## config.mk

```make
export PLATFORM = sky130hd
export DESIGN_NAME = float_decoder_pipe
export DESIGN_NICKNAME = d
export VERILOG_FILES = /design/src/rtl/float_decoder_pipe.sv
export SDC_FILE = /design/constraint.sdc
export NUM_CORES = 1
export LEC_CHECK = 0
export ABC_AREA = 1
export CELL_PAD_IN_SITES_DETAIL_PLACEMENT = 0
export CELL_PAD_IN_SITES_GLOBAL_PLACEMENT = 1
export CORE_ASPECT_RATIO = 0.7
export CORE_MARGIN = 4
export CORE_UTILIZATION = 37
export CTS_BUF_LIST = sky130_fd_sc_hd__clkbuf_8
export DETAILED_ROUTE_END_ITERATION = 8
export PLACE_DENSITY_LB_ADDON = 0.1
export SLEW_MARGIN = 30
export SYNTH_ARGS = -nofsm -noshare
export SYNTH_HDL_FRONTEND = slang
export SYNTH_SLANG_ARGS = --single-unit
```

## constraint.sdc

```tcl
create_clock -name clk -period 2.69 [get_ports clk]
set_clock_uncertainty 0.05 [all_clocks]
set_input_delay 0.269 -clock clk [delete_from_list [all_inputs] [get_ports clk]]
set_output_delay 0.269 -clock clk [all_outputs]
set_load 0.01 [all_outputs]
```

## src/rtl/float_decoder_pipe.sv

```systemverilog
// Two-stage IEEE-754 decoder: sign, unbiased exponent, explicit-hidden-bit
// significand and class flags, with valid/ready flow control.
module float_decoder_pipe #(
  parameter int FSIZE     = 64,
  parameter int EXP_SIZE  = 11,
  parameter int MANT_SIZE = 52
) (
  input  logic                 clk,
  input  logic                 rst_n,
  input  logic                 in_valid,
  output logic                 in_ready,
  input  logic [FSIZE-1:0]     in_bits,
  output logic                 out_valid,
  input  logic                 out_ready,
  output logic                 out_sign,
  output logic [EXP_SIZE:0]    out_exp,
  output logic [MANT_SIZE:0]   out_sig,
  output logic                 out_zero,
  output logic                 out_sub,
  output logic                 out_inf,
  output logic                 out_nan,
  output logic                 out_qnan
);

  localparam int EXP_BIAS = (1 << (EXP_SIZE - 1)) - 1;
  localparam int EW       = EXP_SIZE + 1;
  localparam int SW       = MANT_SIZE + 1;
  localparam int LZW      = $clog2(MANT_SIZE + 1);

  typedef struct packed {
    logic                 sign;
    logic [EXP_SIZE-1:0]  e;
    logic [MANT_SIZE-1:0] f;
    logic [LZW-1:0]       lz;
    logic                 zero;
    logic                 sub;
    logic                 inf;
    logic                 nan;
    logic                 qnan;
  } s1_t;

  typedef struct packed {
    logic          sign;
    logic [EW-1:0] e;
    logic [SW-1:0] sig;
    logic          zero;
    logic          sub;
    logic          inf;
    logic          nan;
    logic          qnan;
  } out_t;

  logic v1_d, v1_q;
  logic v2_d, v2_q;
  s1_t  s1_d, s1_q;
  out_t o_d, o_q;

  logic                 s1_adv;
  logic                 s2_adv;
  logic [EXP_SIZE-1:0]  e_in;
  logic [MANT_SIZE-1:0] f_in;
  logic [LZW-1:0]       lz_in;
  logic [LZW-1:0]       sh;

  assign s2_adv   = !v2_q || out_ready;
  assign s1_adv   = !v1_q || s2_adv;
  assign in_ready = s1_adv;

  assign e_in = in_bits[FSIZE-2 -: EXP_SIZE];
  assign f_in = in_bits[MANT_SIZE-1:0];
  assign sh   = s1_q.lz + LZW'(1);

  // Last hit wins, so the highest set bit sets the count.
  always_comb begin
    lz_in = '0;
    for (int i = 0; i < MANT_SIZE; i++) begin
      if (f_in[i]) lz_in = LZW'(MANT_SIZE - 1 - i);
    end
  end

  always_comb begin
    v1_d = s1_adv ? in_valid : v1_q;
    s1_d = s1_q;
    if (s1_adv && in_valid) begin
      s1_d.sign = in_bits[FSIZE-1];
      s1_d.e    = e_in;
      s1_d.f    = f_in;
      s1_d.lz   = lz_in;
      s1_d.zero = (~|e_in) && (~|f_in);
      s1_d.sub  = (~|e_in) && (|f_in);
      s1_d.inf  = (&e_in) && (~|f_in);
      s1_d.nan  = (&e_in) && (|f_in);
      s1_d.qnan = (&e_in) && f_in[MANT_SIZE-1];
    end
  end

  always_comb begin
    v2_d = s2_adv ? v1_q : v2_q;
    o_d  = o_q;
    if (s2_adv && v1_q) begin
      o_d.sign = s1_q.sign;
      o_d.zero = s1_q.zero;
      o_d.sub  = s1_q.sub;
      o_d.inf  = s1_q.inf;
      o_d.nan  = s1_q.nan;
      o_d.qnan = s1_q.qnan;
      unique case (1'b1)
        s1_q.zero: begin
          o_d.e   = '0;
          o_d.sig = '0;
        end
        // 1-bias-(lz+1) simplifies to -bias-lz
        s1_q.sub: begin
          o_d.e   = EW'(0 - EXP_BIAS) - EW'(s1_q.lz);
          o_d.sig = {1'b0, s1_q.f} << sh;
        end
        s1_q.inf, s1_q.nan: begin
          o_d.e   = EW'(EXP_BIAS + 1);
          o_d.sig = {1'b0, s1_q.f};
        end
        default: begin
          o_d.e   = {1'b0, s1_q.e} - EW'(EXP_BIAS);
          o_d.sig = {1'b1, s1_q.f};
        end
      endcase
    end
  end

  always_ff @(posedge clk or negedge rst_n) begin
    if (!rst_n) begin
      v1_q <= 1'b0;
      v2_q <= 1'b0;
      s1_q <= '0;
      o_q  <= '0;
    end else begin
      v1_q <= v1_d;
      v2_q <= v2_d;
      s1_q <= s1_d;
      o_q  <= o_d;
    end
  end

  assign out_valid = v2_q;
  assign out_sign  = o_q.sign;
  assign out_exp   = o_q.e;
  assign out_sig   = o_q.sig;
  assign out_zero  = o_q.zero;
  assign out_sub   = o_q.sub;
  assign out_inf   = o_q.inf;
  assign out_nan   = o_q.nan;
  assign out_qnan  = o_q.qnan;

endmodule

```

==> out/summary.txt <==
outcome: completed
Die W: 201 microns
hold path startpoint: in_bits[4]
Fin Hold WS: 39.0 ps
port buffer count: 140
Clock Sinks: 148
layout cells sized above 1: 0.155
endpoint type of the worst setup path: flip-flop
R2R Setup Slk: 70 ps
Top FF cell, synth: dfrtp_1
top post-synthesis cells by area: dfrtp_1, nand2_1, o21ai_0, inv_1, mux2i_1
GRT Total Usage: 0.282
fin crit period: 2620 ps
area share of the largest cell type after synthesis: 0.385
vias per cell: 5.25
WL final: 41000 microns
Rel. slew slack: 0.592
RSZ-0062 raised after global routing: yes
initial cell density of the core: 0.376
area grow syn2layout: 35.3%
Synth area leader: dfrtp_1
crit start category: flip-flop
first-pass GRT wire length: 61300 microns
Detailed Place HPWL: 32200 microns
boundary pin count: 141
antenna cell count: 0
Hold Fails Final Rpt: 0
Pre-antenna DRT Iters: 5
synthesis-stage register bit count: 148
worst setup margin: 72.7 ps
Worst EP required: 3020 ps
most common cell in the synthesized netlist: nand2_1
leakage: 6.11 nW
FMAX: 382 MHz
clk slew on worst S/H paths: 90 ps
core area: 25600 sq um
number of flops mapped to enable cells by yosys: 0
asr flop ratio synth: 1.00
VDD IR max: 325 uV
Crit Path Max Fanout: 51
routed length per placed instance: 20.6 microns
Post-Syn Instances: 1406
Reg area: 3700 sq um
most frequent cells after synthesis: nand2_1, o21ai_0, inv_1, dfrtp_1, nor2_1
Filler cells: 2624
Worst Setup SP: s1_q[5]
dpl ws: -872 ps
CTS H-tree depth: 4
Vias: 10400
Clock Latency Late Sink: 490 ps
endpoints failing setup: 0
die area: 28700 sq um
slew of the pin with the lowest slew margin: 607 ps
largest net degree at the start of global routing: 65
worst hold path class: input port to flip-flop
crit share post-route: 0.973
r2r startpoint: s1_q[5]
Syn Nets: 1479
post-synthesis sequential area ratio: 0.385
DR iter-0 viols: 1158
Fin Setup TNS: 0 ps
deepest clock path buffer count: 2
maxcap violations: 0
vias in the first global route: 9736
TritonCTS Buffers: 17
footprint of the multi-input gates: 5100 sq um
synthesized cell area: 9630 sq um
YS warnings: 0
height of the die: 143 microns
# rows: 49
nets@finish: 1713
synth unique cells: 33
Slew Viols, Final: 0
initial antenna violation count: 1
gp weighted congestion: 0.959
CTS Root Cell: clkbuf_8
CP Class: flip-flop to flip-flop
grt ovf: 0
Routed Antenna Nets: 0
# DRC: 0
WP data arrival: 2940 ps
PD cells: 726 nW/um^2
Mean Syn Cell Area: 6.85 sq um
CTS tree: built
-- critical path: stages, from the launching register on --
cell	delay [ps]
dfrtp_2	410
buf_4	150
clkinvlp_4	120
buf_4	160
buf_4	170
o21ai_0	160
nand2_1	130
clkinv_1	100
buf_12	240
mux2i_4	310
nand2_1	70
nand3_1	80
o211ai_1	160
o21ai_0	120
inv_1	50
-- metrics by stage --
step	instance area, sq um	util	instances	power (mW)
6_report	13000	0.508	1984	9.46
5_1_grt	13000	0.508	1984	9.99
4_1_cts	12800	0.500	1978	9.25
3_5_place_dp	12400	0.483	1943	7.38
3_3_place_gp	12400	0.483	1943	7.38
2_1_floorplan	9630	-	1406	4.91
-- cells by family after synthesis --
kind of cell,count (synthesis),share of synthesized area
adders and majority gates,5,0.00650
xor gates and xnor gates,3,0.00273
buffers and inverters,246,0.106
muxes,41,0.0426
AOI/OAI and AO/OA,370,0.215
and+or+nand+nor,593,0.243
DFF,148,0.385
-- worst paths after layout --
| kind | endpoint | depth (start not counted) |
|---|---|---|
| max | out_sig[49] | 14 |
| min | s1_q[15] | 3 |
| min reg2reg | out_qnan | 2 |
| min in group asynchronous | out_sig[23] | 2 |
| max reg2reg | out_sig[49] | 14 |
| max in group asynchronous | s1_q[16] | 3 |
-- timing repair --
| item | CTS | global route |
|---|---|---|
| hold buffers | 1 | 0 |
| pin swaps | 14 | 19 |
| buffers inserted | 2 | 6 |
| endpoints found under the hold margin | 53 | 0 |
| setup endpoints to repair | 25 | 52 |
| gates resized for setup | 46 | 81 |
-- layout make-up --
class / instances / share of cell area
Tap cell: 331 / 0.0318
Sequential cell: 148 / 0.284
Timing Repair Buffer: 297 / 0.209
Inverter: 164 / 0.0537
Clock buffer: 20 / 0.0211
Clock inverter: 12 / 0.00903
Multi-Input combinational cell: 1012 / 0.391
-- cell usage in the layout, fill, tap and decap left out, drive strengths merged, types with 3 or more instances in the layout --
cell type	Yosys	final
o31ai	3	3
ha	5	5
a211oi	4	4
clkinvlp	0	3
clkinv	3	6
nand2	411	411
o22ai	7	7
dfrtp	148	148
nand4	4	4
or2	5	5
inv	155	161
dlygate4sd2	0	3
buf	19	162
o211ai	9	9
o2111ai	13	13
o311ai	9	9
nor2	104	104
a31oi	4	4
mux2i	41	41
bufinv	6	6
o221ai	12	12
o21ai	242	242
clkdlybuf4s50	0	129
nand3	52	52
nor3	13	13
xor2	3	3
a22oi	11	11
a21oi	54	54
clkbuf	63	21
nor4	4	4
-- sequential cells by signal, summed over array words and instances (netlist names) --
signal     flops
out_exp       12
out_inf        1
out_nan        1
out_qnan       1
out_sig       53
out_sign       1
out_sub        1
out_valid      1
out_zero       1
s1_q          75
v1_q           1
-- metal layers --
layer	vias to the layer above	part of all wire	GRT usage
met4	0	0.012	0.0568
li1	5097	-	-
met5	-	0	0
met1	4878	0.53	0.470
met2	422	0.36	0.355
met3	27	0.094	0.0726
-- power by group --
| part | switching, mW | leakage (nW) | internal [mW] |
|---|---|---|---|
| clock network | 1.01 | 0.200 | 0.822 |
| logic | 2.49 | 4.09 | 2.04 |
| registers | 0.421 | 1.83 | 2.68 |
No activity file was read; power rests on OpenSTA's default activity.
